--- config.mk ---
export PLATFORM = sky130hd
export DESIGN_NAME = simon_player_flat
export DESIGN_NICKNAME = d
export VERILOG_FILES = /design/src/rtl/simon_player_if.sv /design/src/rtl/simon_player.sv /design/src/flat_wrapper.sv
export SDC_FILE = /design/constraint.sdc
export NUM_CORES = 1
export LEC_CHECK = 0
export BUFFER_PORTS_ARGS = -buffer_cell sky130_fd_sc_hd__buf_2
export CORE_MARGIN = 4
export CORE_UTILIZATION = 53
export CTS_CLUSTER_DIAMETER = 100
export DETAILED_ROUTE_END_ITERATION = 12
export GPL_ROUTABILITY_DRIVEN = 0
export GPL_TIMING_DRIVEN = 0
export PLACE_DENSITY = 0.71
export SYNTH_ARGS = -nofsm -noshare
export SYNTH_HDL_FRONTEND = slang
export SYNTH_SLANG_ARGS = --single-unit
--- constraint.sdc ---
create_clock -name clock -period 15.3 [get_ports clock]
set_input_delay 4.59 -clock clock [delete_from_list [all_inputs] [get_ports clock]]
set_output_delay 4.59 -clock clock [all_outputs]
set_load 0.03 [all_outputs]
--- src/rtl/simon_player_if.sv ---
// Signal bundle between the automatic Simon player and the game.
//
// Key handshake: the player raises one bit of k and holds it until the game
// echoes a colour on nl (nl != 0). The player then drops k to 0. The game
// drops nl to 0 to complete the press. The player never raises a new key
// before nl has returned to 0.
interface simon_player_if;
  logic       go;
  logic [3:0] nl;
  logic       nloss;
  logic       inject_en;
  logic [4:0] inject_round;
  logic       start;
  logic [3:0] k;
  logic       busy;
  logic       won;
  logic       lost;
  logic       err;
  logic [5:0] round;

  // Player side.
  modport master (
    input  go, nl, nloss, inject_en, inject_round,
    output start, k, busy, won, lost, err, round
  );

  // Game / environment side.
  modport slave (
    output go, nl, nloss, inject_en, inject_round,
    input  start, k, busy, won, lost, err, round
  );
endinterface

--- src/rtl/simon_player.sv ---
// Automatic Simon player. It watches the colour sequence the game shows on nl
// and stores it. It then replays the sequence as one-hot key presses on k,
// one round at a time. An optional wrong key can be injected to force a loss.
module simon_player (
  input  logic                  clock,
  input  logic                  reset,
  simon_player_if.master        bus,
  output logic [2:0]            dbg_state
);

  typedef enum logic [2:0] {
    S_IDLE    = 3'd0,
    S_START   = 3'd1,
    S_CAPTURE = 3'd2,
    S_PRESS   = 3'd3,
    S_RELEASE = 3'd4,
    S_WON     = 3'd5,
    S_LOST    = 3'd6,
    S_ERR     = 3'd7
  } state_t;

  state_t     state, state_n;
  logic [3:0] prev_nl;
  logic [5:0] round_q, round_n;
  logic [5:0] cap_cnt, cap_n;
  logic [4:0] idx, idx_n;
  logic [7:0] wd, wd_n;
  logic       won_q, won_n, lost_q, lost_n, err_q, err_n;
  logic       start_q, start_n, busy_q, busy_n;
  logic [3:0] k_q, k_n;
  logic [1:0] mem [32];
  logic       mem_we;
  logic [1:0] enc;
  logic [1:0] key_col;
  logic       rise, fall, nl_onehot, in_busy, inject;

  function automatic logic [3:0] onehot(input logic [1:0] c);
    return 4'b0001 << c;
  endfunction

  assign rise      = (prev_nl == 4'd0) && (bus.nl != 4'd0);
  assign fall      = (prev_nl != 4'd0) && (bus.nl == 4'd0);
  assign nl_onehot = (bus.nl != 4'd0) && ((bus.nl & (bus.nl - 4'd1)) == 4'd0);
  assign in_busy   = (state == S_START) || (state == S_CAPTURE) ||
                     (state == S_PRESS) || (state == S_RELEASE);

  // Encode a one-hot colour into its index.
  always_comb begin
    enc = 2'd0;
    unique case (bus.nl)
      4'b0010: enc = 2'd1;
      4'b0100: enc = 2'd2;
      4'b1000: enc = 2'd3;
      default: enc = 2'd0;
    endcase
  end

  // Next-state logic: go first, then loss, watchdog, then per-state moves.
  always_comb begin
    state_n = state;
    round_n = round_q;
    cap_n   = cap_cnt;
    idx_n   = idx;
    won_n   = won_q;
    lost_n  = lost_q;
    err_n   = err_q;
    mem_we  = 1'b0;
    if (bus.go) begin
      state_n = S_START;
      round_n = 6'd0;
      cap_n   = 6'd0;
      idx_n   = 5'd0;
      won_n   = 1'b0;
      lost_n  = 1'b0;
      err_n   = 1'b0;
    end else if (in_busy && bus.nloss) begin
      state_n = S_LOST;
      lost_n  = 1'b1;
    end else if (in_busy && (wd == 8'd255)) begin
      state_n = S_ERR;
      err_n   = 1'b1;
    end else begin
      unique case (state)
        S_START: state_n = S_CAPTURE;
        S_CAPTURE: begin
          if (rise) begin
            if (!nl_onehot || (cap_cnt == 6'd32)) begin
              state_n = S_ERR;
              err_n   = 1'b1;
            end else begin
              mem_we = 1'b1;
              cap_n  = cap_cnt + 6'd1;
            end
          end else if (fall && (cap_cnt == round_q + 6'd1)) begin
            state_n = S_PRESS;
            idx_n   = 5'd0;
          end
        end
        S_PRESS: begin
          if (bus.nl != 4'd0) state_n = S_RELEASE;
        end
        S_RELEASE: begin
          if (bus.nl == 4'd0) begin
            if ({1'b0, idx} < round_q) begin
              idx_n   = idx + 5'd1;
              state_n = S_PRESS;
            end else if (round_q < 6'd31) begin
              round_n = round_q + 6'd1;
              cap_n   = 6'd0;
              state_n = S_CAPTURE;
            end else begin
              round_n = 6'd32;
              won_n   = 1'b1;
              state_n = S_WON;
            end
          end
        end
        default: state_n = state;
      endcase
    end
  end

  // Registered outputs and watchdog, derived from the next state.
  always_comb begin
    inject  = bus.inject_en && (round_n == {1'b0, bus.inject_round}) &&
              ({1'b0, idx_n} == round_n);
    key_col = mem[idx_n] + (inject ? 2'd1 : 2'd0);
    k_n     = (state_n == S_PRESS) ? onehot(key_col) : 4'd0;
    start_n = (state_n == S_START);
    busy_n  = (state_n == S_START) || (state_n == S_CAPTURE) ||
              (state_n == S_PRESS) || (state_n == S_RELEASE);
    wd_n    = wd;
    if (bus.go || (state_n != state) || rise || fall) wd_n = 8'd0;
    else if (in_busy) wd_n = wd + 8'd1;
  end

  // State and control registers.
  always_ff @(posedge clock) begin
    if (reset) begin
      state   <= S_IDLE;
      prev_nl <= 4'd0;
      round_q <= 6'd0;
      cap_cnt <= 6'd0;
      idx     <= 5'd0;
      wd      <= 8'd0;
      won_q   <= 1'b0;
      lost_q  <= 1'b0;
      err_q   <= 1'b0;
      start_q <= 1'b0;
      busy_q  <= 1'b0;
      k_q     <= 4'd0;
    end else begin
      state   <= state_n;
      prev_nl <= bus.nl;
      round_q <= round_n;
      cap_cnt <= cap_n;
      idx     <= idx_n;
      wd      <= wd_n;
      won_q   <= won_n;
      lost_q  <= lost_n;
      err_q   <= err_n;
      start_q <= start_n;
      busy_q  <= busy_n;
      k_q     <= k_n;
    end
  end

  // Colour memory; contents are meaningless after reset.
  always_ff @(posedge clock) begin
    if (mem_we) mem[cap_cnt[4:0]] <= enc;
  end

  assign bus.start = start_q;
  assign bus.k     = k_q;
  assign bus.busy  = busy_q;
  assign bus.won   = won_q;
  assign bus.lost  = lost_q;
  assign bus.err   = err_q;
  assign bus.round = round_q;
  assign dbg_state = state;

endmodule

--- src/flat_wrapper.sv ---
// flat-port wrapper written by rule: the top's interface ports become plain ports
module simon_player_flat 
  (clock, reset, dbg_state, bus_go, bus_nl, bus_nloss, bus_inject_en, bus_inject_round, bus_start, bus_k, bus_busy, bus_won, bus_lost, bus_err, bus_round);
  simon_player_if bus_i ();
  input  logic clock;
  input  logic reset;
  output logic [2:0] dbg_state;
  input wire logic [$bits(bus_i.go)-1:0] bus_go;
  input wire logic [$bits(bus_i.nl)-1:0] bus_nl;
  input wire logic [$bits(bus_i.nloss)-1:0] bus_nloss;
  input wire logic [$bits(bus_i.inject_en)-1:0] bus_inject_en;
  input wire logic [$bits(bus_i.inject_round)-1:0] bus_inject_round;
  output wire logic [$bits(bus_i.start)-1:0] bus_start;
  output wire logic [$bits(bus_i.k)-1:0] bus_k;
  output wire logic [$bits(bus_i.busy)-1:0] bus_busy;
  output wire logic [$bits(bus_i.won)-1:0] bus_won;
  output wire logic [$bits(bus_i.lost)-1:0] bus_lost;
  output wire logic [$bits(bus_i.err)-1:0] bus_err;
  output wire logic [$bits(bus_i.round)-1:0] bus_round;
  assign bus_i.go = bus_go;
  assign bus_i.nl = bus_nl;
  assign bus_i.nloss = bus_nloss;
  assign bus_i.inject_en = bus_inject_en;
  assign bus_i.inject_round = bus_inject_round;
  assign bus_start = bus_i.start;
  assign bus_k = bus_i.k;
  assign bus_busy = bus_i.busy;
  assign bus_won = bus_i.won;
  assign bus_lost = bus_i.lost;
  assign bus_err = bus_i.err;
  assign bus_round = bus_i.round;
  simon_player u_core (.clock(clock), .reset(reset), .bus(bus_i), .dbg_state(dbg_state));
endmodule
; ---- Word-level counts from Yosys, hierarchy flattened
; Memories as Yosys holds them, arrays and structs flattened.
; Index checks and enable logic that the tools add are counted.
[classes]
n_addsub = 6
order_cmp = 2
eq_ne = 22
n_shift = 1
mux = 46
n_bitwise = 6
n_reduce_logical = 34
[op_table]
columns = cell, count
row1 = 6-bit 2-to-1 mux, 12
row2 = 5-bit 2-to-1 mux, 7
row3 = 3-bit 2-to-1 mux, 10
row4 = 1-bit 2-to-1 mux, 13
row5 = "6-bit by 1-bit adder with 6-bit output, second input constant", 2
row6 = "3-bit by 2-bit == test with 1-bit output, second input constant", 4
row7 = 4-bit logical NOT, 3
row8 = 3-bit case mux with 4 select lines, 1
row9 = 6-bit case mux with 2 select lines, 1
row10 = 1-bit logical OR, 10
row11 = 5-bit case mux with 2 select lines, 1
row12 = "8-bit by 1-bit adder with 8-bit output, second input constant", 1
row13 = "8-bit == test, second input constant", 1
row14 = 1-bit logical AND, 8
row15 = "2-bit != test, second input constant", 4
row16 = 8-bit AND reduction, 1
row17 = 2-bit nonzero test, 4
row18 = 4-bit nonzero test, 2
row19 = "3-bit by 1-bit == test with 1-bit output, second input constant", 2
row20 = "3-bit == test, second input constant", 2
row21 = 5-bit by 6-bit == test with 1-bit output, 1
row22 = 6-bit by 5-bit == test with 1-bit output, 1
row23 = 6-bit == test, 1
row24 = "6-bit == test, second input constant", 1
row25 = other kinds (18), 24
[totals]
reg_bits = 41
ramBits = 64
input_bits = 14
output_inout_bits = 18
word_cells = 130
memories = 1
[mem_list]
columns = memory, depth, width, rd, rd_clocked_by_memory_dff, wr, line
row1 = u_core.mem, 32, 2, 1, 0, 1, simon_player.sv:31  ; logic [1:0] mem [32];

; ---- Longest topological paths before layout
; Gate-level depths: netlist of run 1.
[logic_depth]
word_depth = 17
mapped_depth = 20
mapped_depth_nobuf = 17

; ---- Worst setup path after synthesis of run 1
; No wires, ideal clock.
[synth_timing]
path_kind = input-to-reg
startpoint = input port bus_nl[3]
endpoint = register u_core.k_q[3], in the netlist u_core.bus.k[3]
setup_time_ns = 0.115
t_arrival_ns = 8.162
required_time_ns = 15.184
setup_slack_ns = 7.022
cell_stages = 16
n_path_buf = 3
cell_sequence = buf_2 or4_1 buf_6 nor2_8 o211a_4 nand3_1 a211oi_2 buf_2 mux2_2 o211ai_1 o21ai_0 o21ai_0 a31oi_1 ha_1 or4_4 and3_1
[synth_between]
elab_chain_len = 15
word_cells_on_any_way = 43
classes_between = 2 x add/sub / 3 x eq/ne / 1 x shift / 22 x mux / 2 x bitwise / 12 x reduce/logical / 1 x memory
[synth_rtl]
columns = element, line
row1 = start: declaration, flat_wrapper.sv:9  ; input wire logic [$bits(bus_i.nl)-1:0] bus_nl;
row2 = branches (longest 15 deep; another with memory read 32 x 2 bit), --
row3 = end signal: assignment, simon_player.sv:164  ; k_q <= k_n;
row4 = end: declaration, simon_player.sv:30  ; logic [3:0] k_q, k_n;
; Parallel ways; which one is timed is not known.
; A chain may end at the register's enable or synchronous reset.

; ---- Final worst setup path of run 1
[layout_timing]
startpoint = input port bus_nl[1]
endpoint = register u_core.k_q[3], in the netlist u_core.bus.k[3]
; Same word-level chain as after synthesis.

==> impl_metrics.json, run 1 <==
{
  "clockBufferDepth": 2,
  "min_path_cells": 2,
  "worstReg2RegEnd": "u_core.bus.k[3]",
  "synth-seq-area-share": 0.4976,
  "worstMarginPinSlew_ns": 0.9963,
  "seq_power_share": 0.603,
  "pwr_density_cell_mw_per_mm2": 82.38,
  "htreeDepth": 3,
  "status": "completed",
  "crit_buf_inv": 3,
  "synthesis.area_mm2": 0.005512,
  "timing.rr.start": "u_core.bus.round[2]",
  "cts_tree": "done",
  "setup_slack_ns": 6.701,
  "drc": 0,
  "cp_data_required_time_ns": 15.57,
  "grt_max_degree": 19,
  "placed_cells": 714,
  "crit_path_start_kind": "primary input",
  "setup_viol": 0,
  "synth_edf_count": 64,
  "post_cts_buffers": 0,
  "cp-end-kind": "flip-flop",
  "vias": 4313,
  "io_pins": 32,
  "period_share": 0.5620,
  "max_cap_viol_count": 0,
  "synth.distinct_cells": 70,
  "comb_power_share": 0.066,
  "rsz0062_at_grt": "false",
  "start_util": 0.5537,
  "crit_arrival_ns": 8.87,
  "via_per_inst": 5.908,
  "p_leak_nw": 2.026,
  "rrSetupSlack_ns": 10.23,
  "synth_area_leaders": "edfxtp_1 (35%), dfxtp_1 (15%), nor2_1 (5.2%)",
  "die_w_um": 110.0,
  "rows": 36,
  "clk_pin_slew_ns": 0.09,
  "power_frac_clock": 0.331,
  "yosysTopAreaCellShare": 0.3487,
  "antenna_left": 0,
  "cts_root_buf": "clkbuf_8",
  "dp_slack_ns": 6.294,
  "cp_top_family": "simple AND/OR/NAND/NOR gates",
  "p_sw_mw": 0.1138,
  "area.sequential_mm2": 0.002743,
  "path_cells": "buf_2, or4_1, buf_6, nor2_8, o211a_4, nand3_1, a211oi_2, buf_2, mux2_2, o211ai_1, o21ai_0, o21ai_0, a31oi_1, ha_1, or4_4, and3_1",
  "holdBufCountCts": 0,
  "cts_buffers": 9,
  "hold_viol_final": 0,
  "synth_flop_cell": "edfxtp_1",
  "multi_input_area_mm2": 0.002590,
  "area_delta_synth_final_pct": 10.10,
  "drt-total-wl_mm": 13.25,
  "dieHeight_um": 110.0,
  "postSynthCellCount": 547,
  "slowest_stage": "a211oi_2",
  "slew_headroom": 0.3297,
  "ctsResizeCount": 0,
  "min_path_type": "reg2reg",
  "async_flop_share": 0,
  "dieArea_mm2": 0.01209,
  "sw_frac_of_total": 0.2277,
  "grtUsageTotal": 0.2316,
  "intPower_mw": 0.3861,
  "stdcell_count": 730,
  "cts.sinks": 105,
  "diodes": 0,
  "fin_skew_ns": 0.009806,
  "drtPass1Iterations": 5,
  "io_buffer_count": 30,
  "grt_antenna_before_repair": 0,
  "avgSynthCellArea_um2": 10.08,
  "drt_iter0_markers": 373,
  "holdPathEnd": "u_core.bus.lost",
  "syn_nets": 573,
  "cpPeakStageDelay_ns": 0.66,
  "ys_warn_count": 0,
  "max_freq_ghz": 0.1163,
  "yosysTopAreaCell": "edfxtp_1",
  "fillCellCount": 906,
  "worstHoldStart": "u_core.bus.lost",
  "clk_latency_ns": 0.37,
  "period_needed_ns": 8.599,
  "nets": 618,
  "grt_first_pass_wirelength_mm": 21.16,
  "overflow": 0,
  "setup_tns_ns": 0,
  "crit_type": "in2reg",
  "dp.final_hpwl_mm": 9.601,
  "total_power_mw": 0.4999,
  "vdd_ir_drop_max_v": 0.00006240,
  "layout-drive-gt1-share": 0.1457,
  "path_max_fanout": 10,
  "grt_pass1_vias": 4167,
  "reg2reg_depth": 17,
  "wl_per_cell_um": 18.14,
  "synth_seq_cells": 105,
  "maxSlewViolCount": 0,
  "core_area_mm2": 0.009955
}
-- synthesized netlist by cell type, types with 12 or more instances --
| cell | n |
|---|---|
| a21oi_1 | 29 |
| clkbuf_1 | 16 |
| dfxtp_1 | 41 |
| edfxtp_1 | 64 |
| ha_1 | 12 |
| inv_1 | 13 |
| mux2i_1 | 20 |
| nand2_1 | 38 |
| nand3_1 | 20 |
| nor2_1 | 76 |
| nor2b_1 | 16 |
| o21ai_0 | 20 |
| xnor2_1 | 13 |
-- sequential cells by signal, indices dropped and copies added, names as in the netlist --
name	count
u_core.mem	64
u_core.wd	8
u_core.bus.round	6
u_core.cap_cnt	6
u_core.idx	5
u_core.bus.k	4
u_core.prev_nl	4
u_core.dbg_state	3
u_core.bus.busy	1
u_core.bus.err	1
u_core.bus.lost	1
u_core.bus.start	1
u_core.bus.won	1
-- how the worst max path moves through the flow --
stage                          from              end  slack, ns  cells past startpoint
final                     bus_nl[1]  u_core.bus.k[3]       6.70                     16
after global routing      bus_nl[1]  u_core.bus.k[1]       6.48                     16
after CTS                 bus_nl[1]  u_core.bus.k[1]       6.67                     16
after detailed placement  bus_nl[1]  u_core.bus.k[1]       6.29                     16
after global placement    bus_nl[1]  u_core.bus.k[3]       6.32                     16
after floorplan           bus_nl[3]  u_core.bus.k[3]       7.02                     16
-- cell usage in the layout, fill, tap and decap left out, types with 8 or more instances in the layout --
| master | netlist | final |
|---|---|---|
| a21oi_1 | 29 | 29 |
| and2_1 | 9 | 9 |
| buf_2 | 10 | 40 |
| clkbuf_1 | 16 | 17 |
| clkbuf_8 | 0 | 9 |
| dfxtp_1 | 41 | 41 |
| edfxtp_1 | 64 | 64 |
| ha_1 | 12 | 12 |
| inv_1 | 13 | 13 |
| mux2i_1 | 20 | 20 |
| nand2_1 | 38 | 38 |
| nand3_1 | 20 | 20 |
| nand4_1 | 11 | 11 |
| nor2_1 | 76 | 76 |
| nor2b_1 | 16 | 16 |
| nor3_1 | 10 | 8 |
| o21ai_0 | 20 | 20 |
| xnor2_1 | 13 | 13 |
| xor2_1 | 10 | 10 |
-- layout make-up --
cell class | instances | area share
clock inverters | 6 | 0.009485
flip-flops and latches | 105 | 0.4520
multi-input cells | 399 | 0.4268
inverters | 14 | 0.008660
clock buffers | 10 | 0.02103
well taps | 133 | 0.02742
plain buffers | 29 | 0.02247
repair buffers | 34 | 0.03216
-- routing by layer --
layer,track usage,up-vias,wire (µm)
met2,0.3843,141,6349
met5,0,-,0
met4,0.09706,0,315
li1,-,2089,-
met3,0.03553,29,880
met1,0.3020,2054,5699
-- metrics by stage --
| stage | instance area (µm²) | hold WS [ns] | utilization |
|---|---|---|---|
| after floorplan | 5512 | 0.4834 | - |
| after detailed placement | 5883 | 0.4349 | 0.5910 |
| final | 6068 | 0.4453 | 0.6096 |
| after CTS | 6068 | 0.4488 | 0.6096 |
| after global routing | 6068 | 0.4891 | 0.6096 |
| after global placement | 5828 | 0.4370 | 0.5855 |
-- worst min-delay path: stages (launching register included) --
cell	delay [ns]
dfxtp_1	0.32
inv_1	0.04
a21oi_1	0.05
-- cells by family after synthesis --
| family | Yosys count | share of synthesized area |
|---|---|---|
| compound gates | 106 | 0.1342 |
| xor+xnor | 23 | 0.03655 |
| fa+ha+maj | 12 | 0.02724 |
| buf+inv | 43 | 0.03428 |
| flops | 105 | 0.4976 |
| mux | 27 | 0.05062 |
| simple gates | 231 | 0.2195 |
-- power groups by stage --
| stage | logic (mW) | clock network, mW | registers, mW |
|---|---|---|---|
| finish | 0.0330 | 0.165 | 0.302 |
| global route | 0.0360 | 0.182 | 0.302 |
| CTS | 0.0326 | 0.170 | 0.302 |
| detailed placement | 0.0325 | 0 | 0.308 |
| global placement | 0.0302 | 0 | 0.308 |
| floorplan | 0.0186 | 0 | 0.310 |
(Power assumes the default switching activity.)
==> run 2, diff against run 1 <==
--- a/config.mk
+++ b/config.mk
@@ -12,7 +12,7 @@
 export DETAILED_ROUTE_END_ITERATION = 12
 export GPL_ROUTABILITY_DRIVEN = 0
 export GPL_TIMING_DRIVEN = 0
-export PLACE_DENSITY = 0.71
+export PLACE_DENSITY = 0.74
 export SYNTH_ARGS = -nofsm -noshare
 export SYNTH_HDL_FRONTEND = slang
 export SYNTH_SLANG_ARGS = --single-unit
==> constraint.sdc (replaced) <==
create_clock -name clock -period 6.9 [get_ports clock]
set_input_delay 2.07 -clock clock [delete_from_list [all_inputs] [get_ports clock]]
set_output_delay 2.07 -clock clock [all_outputs]
set_load 0.03 [all_outputs]
==> run 2 against run 1 <==
  * Hold slack improved by 0.014 ns
  * Total power increased by 130%
  * Register-to-register slack got worse by 8.5 ns
  * Combinational power increased by 120%
  * Cell count unchanged
  * Via count increased by 1.6%
  * Non-clock buffer count unchanged
  * First-iteration DRC count increased by 1.3%
  * Sequential share of layout area decreased by 0.39 points
  * Global-route usage increased by 0.067 points
  * Flip-flop and latch count unchanged
  * Core utilization increased by 0.53 points
  * Critical endpoint unchanged
==> impl_metrics.json, run 2 (same netlist as run 1, synthesis figures left out) <==
{
  "grt_pass1_vias": 4313,
  "rrSetupSlack_ns": 1.77,
  "grt_antenna_before_repair": 0,
  "htreeDepth": 3,
  "grt_first_pass_wirelength_mm": 21.38,
  "p_leak_nw": 2.053,
  "path_max_fanout": 10,
  "crit_type": "in2reg",
  "wl_per_cell_um": 18.07,
  "dp.final_hpwl_mm": 9.561,
  "layout_commonest_cell": "nor2_1",
  "cts_tree": "done",
  "reg2reg_depth": 17,
  "period_share": 0.8963,
  "status": "completed",
  "ctsResizeCount": 0,
  "path_cells": "buf_2, or4_1, buf_6, nor2_8, o211a_4, nand3_1, a211oi_2, buf_2, mux2_2, o211ai_1, o21ai_0, o21ai_0, a31oi_1, ha_1, or4_4, and3_1",
  "start_util": 0.5537,
  "diodes": 0,
  "cts_root_buf": "clkbuf_8",
  "endpoint": "u_core.bus.k[3]",
  "setup_viol": 0,
  "hold_viol_final": 0,
  "holdBufCountCts": 0,
  "sw_frac_of_total": 0.2483,
  "dieArea_mm2": 0.01209,
  "rsz0062_at_grt": "false",
  "via_per_inst": 6.001,
  "p_sw_mw": 0.2886,
  "crit_buf_inv": 3,
  "layout_common_cells": "nor2_1 (76), edfxtp_1 (64), dfxtp_1 (41)",
  "cts_buffers": 9,
  "slew_headroom": 0.3462,
  "post_cts_buffers": 0,
  "timing.rr.start": "u_core.bus.round[2]",
  "max_cap_viol_count": 0,
  "worstMarginPinSlew_ns": 0.9717,
  "fin_skew_ns": 0.01176,
  "cp_data_required_time_ns": 7.19,
  "total_power_mw": 1.162,
  "cts.sinks": 105,
  "max_freq_ghz": 0.1617,
  "slowest_stage": "a211oi_2",
  "layout-drive-gt1-share": 0.1491,
  "largest_reg_flops": 64,
  "crit_path_start_kind": "primary input",
  "comb_power_share": 0.063,
  "cp_top_family": "compound AO/OA/AOI/OAI gates",
  "dieHeight_um": 110.0,
  "intPower_mw": 0.8738,
  "grt_max_degree": 23,
  "cpPeakStageDelay_ns": 0.68,
  "cp-startpoint": "bus_nl[1]",
  "io_buffer_count": 30,
  "cp-end-kind": "flip-flop",
  "drt_iter0_markers": 378,
  "drtPass1Iterations": 5,
  "maxSlewViolCount": 0,
  "min_path_type": "reg2reg",
  "grtUsageTotal": 0.2322,
  "antenna_left": 0,
  "setup_tns_ns": 0,
  "nets": 618,
  "rows": 36,
  "overflow": 0,
  "clk_latency_ns": 0.38,
  "power_frac_clock": 0.362,
  "area_delta_synth_final_pct": 11.06,
  "die_w_um": 110.0,
  "crit_arrival_ns": 6.47,
  "seq_power_share": 0.576,
  "drt-total-wl_mm": 13.19,
  "cp_num_cells": 16,
  "io_pins": 32,
  "pwr_density_cell_mw_per_mm2": 189.9,
  "vdd_ir_drop_max_v": 0.0001384,
  "clockBufferDepth": 2,
  "clk_pin_slew_ns": 0.11,
  "worstReg2RegEnd": "u_core.bus.k[3]",
  "vias": 4381,
  "core_area_mm2": 0.009955,
  "period_needed_ns": 6.184,
  "drc": 0
}
[run 2: changes by cell type in the layout (fill, tap and decap cells not counted), sizes merged]
| cell | previous run | this run |
|---|---|---|
| inv | 15 | 17 |
| clkbuf | 26 | 25 |
| clkinv | 2 | 3 |
| clkinvlp | 2 | 0 |
[run 2: final cells by class]
cell class,instances,area [µm²]
buffer,29,136.4
clock inverter,7,110.1
fill,841,3834
tap,133,166.4
multi-input combinational,399,2590
timing repair buffer,34,198.9
sequential,105,2743
inverter,14,52.55
clock buffer,9,123.9
[run 2: worst min-delay path by stage]
stage	startpoint	to	slack (ns)	depth (start not counted)
finish	u_core.bus.lost	u_core.bus.lost	0.46	2
global route	u_core.bus.lost	u_core.bus.lost	0.49	2
CTS	u_core.bus.lost	u_core.bus.lost	0.47	2
detailed placement	u_core.bus.err	u_core.bus.err	0.45	2
global placement	u_core.bus.lost	u_core.bus.lost	0.43	2
floorplan	u_core.cap_cnt[5]	u_core.cap_cnt[5]	0.48	2
[run 2: worst min-delay path: stages (launching register included)]
cell	delay, ns
dfxtp_1	0.32
inv_1	0.05
a21oi_1	0.05
[run 2: metrics by stage]
step	setup slack, ns	hold WS [ns]	area (µm²)	util	instances
after floorplan	1.142	0.4834	5512	-	547
after global placement	0.4424	0.4309	5828	0.5855	710
after detailed placement	0.3987	0.4491	5887	0.5914	714
after CTS	0.7895	0.4666	6121	0.6149	730
after global routing	0.6138	0.4879	6121	0.6149	730
final	0.7156	0.4590	6121	0.6149	730
[run 2: per-layer routing]
layer	global-route usage	wire length, µm	vias to the layer above
met1	0.2943	5429	2044
met3	0.04601	1040	33
met4	0.07658	340	0
li1	-	-	2100
met2	0.3977	6380	204
met5	0	0	-
[run 2: power groups by stage]
stage / Combinational (mW) / Sequential, mW / Clock, mW
floorplan: 0.0413 / 0.688 / 0
global placement: 0.0668 / 0.684 / 0
detailed placement: 0.0715 / 0.683 / 0
CTS: 0.0717 / 0.669 / 0.426
global route: 0.0794 / 0.669 / 0.456
finish: 0.0729 / 0.669 / 0.420
==> run 3, diff against run 2 <==
--- a/config.mk
+++ b/config.mk
@@ -7,12 +7,12 @@
 export LEC_CHECK = 0
 export BUFFER_PORTS_ARGS = -buffer_cell sky130_fd_sc_hd__buf_2
 export CORE_MARGIN = 4
-export CORE_UTILIZATION = 53
+export CORE_UTILIZATION = 55
 export CTS_CLUSTER_DIAMETER = 100
 export DETAILED_ROUTE_END_ITERATION = 12
 export GPL_ROUTABILITY_DRIVEN = 0
 export GPL_TIMING_DRIVEN = 0
-export PLACE_DENSITY = 0.74
+export PLACE_DENSITY = 0.76
 export SYNTH_ARGS = -nofsm -noshare
 export SYNTH_HDL_FRONTEND = slang
 export SYNTH_SLANG_ARGS = --single-unit
==> run 3 against run 2 <==
  * Total power decreased by 2.6%
  * Combinational power about the same
  * Critical endpoint unchanged
  * Cell count decreased by 0.14%
  * Routed wire length increased by 0.97%
  * First-iteration DRC count decreased by 13%
==> impl_metrics.json, run 3 (same netlist as run 1, synthesis figures left out) <==
{
  "status": "completed",
  "cts_buffers": 9,
  "crit_buf_inv": 3,
  "core_area_mm2": 0.009774,
  "cpPeakStageDelay_ns": 0.65,
  "cp-end-kind": "flip-flop",
  "post_cts_buffers": 0,
  "maxSlewViolCount": 0,
  "via_per_inst": 6.026,
  "ctsResizeCount": 0,
  "crit_arrival_ns": 6.40,
  "dieArea_mm2": 0.01169,
  "comb_power_share": 0.064,
  "htreeDepth": 3,
  "path_cells": "buf_2, or4_1, buf_6, nor2_8, o211a_4, nand3_1, a211oi_2, buf_2, mux2_2, o211ai_1, o21ai_0, o21ai_0, a31oi_1, ha_1, or4_4, and3_1",
  "dp.final_hpwl_mm": 9.695,
  "min_path_cells": 2,
  "timing.rr.start": "u_core.bus.round[2]",
  "sw_frac_of_total": 0.2383,
  "period_needed_ns": 6.118,
  "cp_top_family": "simple AND/OR/NAND/NOR gates",
  "worstReg2RegEnd": "u_core.bus.k[3]",
  "setup_viol": 0,
  "antenna_left": 0,
  "overflow": 0,
  "fin_skew_ns": 0.01497,
  "stdcell_count": 729,
  "crit_path_start_kind": "primary input",
  "area_delta_synth_final_pct": 10.22,
  "diodes": 0,
  "cts.sinks": 105,
  "holdPathEnd": "u_core.bus.lost",
  "reg2reg_depth": 17,
  "grtUsageTotal": 0.2344,
  "layout_commonest_cell": "nor2_1",
  "slowest_stage": "a211oi_2",
  "rows": 36,
  "cp_data_required_time_ns": 7.18,
  "intPower_mw": 0.8621,
  "min_path_type": "reg2reg",
  "die_w_um": 108.1,
  "cts_root_buf": "clkbuf_8",
  "dieHeight_um": 108.1,
  "fillCellCount": 858,
  "pwr_density_cell_mw_per_mm2": 186.3,
  "setup_tns_ns": 0,
  "io_buffer_count": 30,
  "placed_cells": 713,
  "vias": 4393,
  "p_leak_nw": 2.033,
  "start_util": 0.5639,
  "power_frac_clock": 0.345,
  "drtPass1Iterations": 5,
  "crit_type": "in2reg",
  "largest_reg_flops": 64,
  "p_sw_mw": 0.2698,
  "drc": 0,
  "hold_viol_final": 0,
  "layout-drive-gt1-share": 0.1443,
  "worstHoldStart": "u_core.bus.lost",
  "clockBufferDepth": 2,
  "drt-total-wl_mm": 13.32,
  "clk_latency_ns": 0.38,
  "seq_power_share": 0.591,
  "max_cap_viol_count": 0,
  "wl_per_cell_um": 18.27,
  "rrSetupSlack_ns": 1.71,
  "slew_headroom": 0.3200,
  "path_max_fanout": 10,
  "cts_tree": "done",
  "grt_first_pass_wirelength_mm": 21.00,
  "io_pins": 32,
  "clk_pin_slew_ns": 0.10,
  "grt_pass1_vias": 4199,
  "worstMarginPinSlew_ns": 1.014,
  "grt_max_degree": 19,
  "layout_common_cells": "nor2_1 (76), edfxtp_1 (64), dfxtp_1 (41)",
  "holdBufCountCts": 0,
  "rsz0062_at_grt": "false",
  "period_share": 0.8866,
  "nets": 617,
  "vdd_ir_drop_max_v": 0.0001722,
  "max_freq_ghz": 0.1635,
  "drt_iter0_markers": 330,
  "grt_antenna_before_repair": 0
}
## run 3: cell types whose count changed in the layout (fill, tap and decap cells not counted)
cell / previous run / this run
clkinv_8: 3 / 0
clkinv_1: 0 / 2
inv_8: 2 / 1
buf_6: 4 / 3
inv_6: 1 / 3
## run 3: power groups by stage
stage	Combinational, mW	Clock (mW)	Sequential [mW]
2_1_floorplan	0.0413	0	0.688
3_3_place_gp	0.0670	0	0.684
3_5_place_dp	0.0715	0	0.683
4_1_cts	0.0718	0.396	0.669
5_1_grt	0.0783	0.422	0.670
6_report	0.0728	0.390	0.669
## run 3: worst reg2reg max path, stage by stage (launching register included)
cell and delay [ns]:
dfxtp_1 0.35, clkbuf_1 0.32, inv_1 0.14, ha_1 0.31
nand4b_1 0.13, o21ai_0 0.33, clkbuf_1 0.38, o31ai_1 0.14
a211oi_2 0.61, buf_2 0.41, mux2_2 0.37, o211ai_1 0.17
o21ai_0 0.11, o21ai_0 0.23, a31oi_1 0.13, ha_1 0.21
or4_4 0.56, and3_1 0.19
## run 3: worst max-delay path by stage
stage / startpoint / to / slack, ns / depth (start not counted)
after floorplan: bus_nl[3] / u_core.bus.k[3] / 1.14 / 16
after global placement: bus_nl[1] / u_core.bus.k[3] / 0.47 / 16
after detailed placement: bus_nl[1] / u_core.bus.k[3] / 0.38 / 16
after CTS: bus_nl[1] / u_core.bus.k[3] / 0.79 / 16
after global routing: bus_nl[1] / u_core.bus.k[3] / 0.46 / 16
final: bus_nl[1] / u_core.bus.k[3] / 0.78 / 16
## run 3: per-layer routing
layer | up-vias | global-route usage | wire, µm
met3 | 33 | 0.04537 | 877
met5 | - | 0 | 0
met4 | 0 | 0.09378 | 408
li1 | 2093 | - | -
met1 | 2089 | 0.2994 | 5588
met2 | 178 | 0.3925 | 6444
## run 3: cell type report
type,instances,area (µm²),share of cell area
Clock inverter,7,75.07,0.01236
Inverter,14,52.55,0.008651
Multi-Input combinational cell,399,2590,0.4264
Buffer,29,136.4,0.02245
Tap cell,133,166.4,0.02739
Timing Repair Buffer,33,187.7,0.03090
Clock buffer,9,123.9,0.02039
Sequential cell,105,2743,0.4515
## run 3: per-stage QoR
stage	util	worst slack (ns)	total power [mW]	cell area [µm²]	hold WS [ns]
2_1_floorplan	-	1.142	0.7297	5512	0.4834
3_3_place_gp	0.5963	0.4683	0.7509	5828	0.4325
3_5_place_dp	0.6011	0.3762	0.7549	5876	0.4477
4_1_cts	0.6215	0.7913	1.137	6075	0.4629
5_1_grt	0.6215	0.4572	1.170	6075	0.4885
6_report	0.6215	0.7824	1.132	6075	0.4572
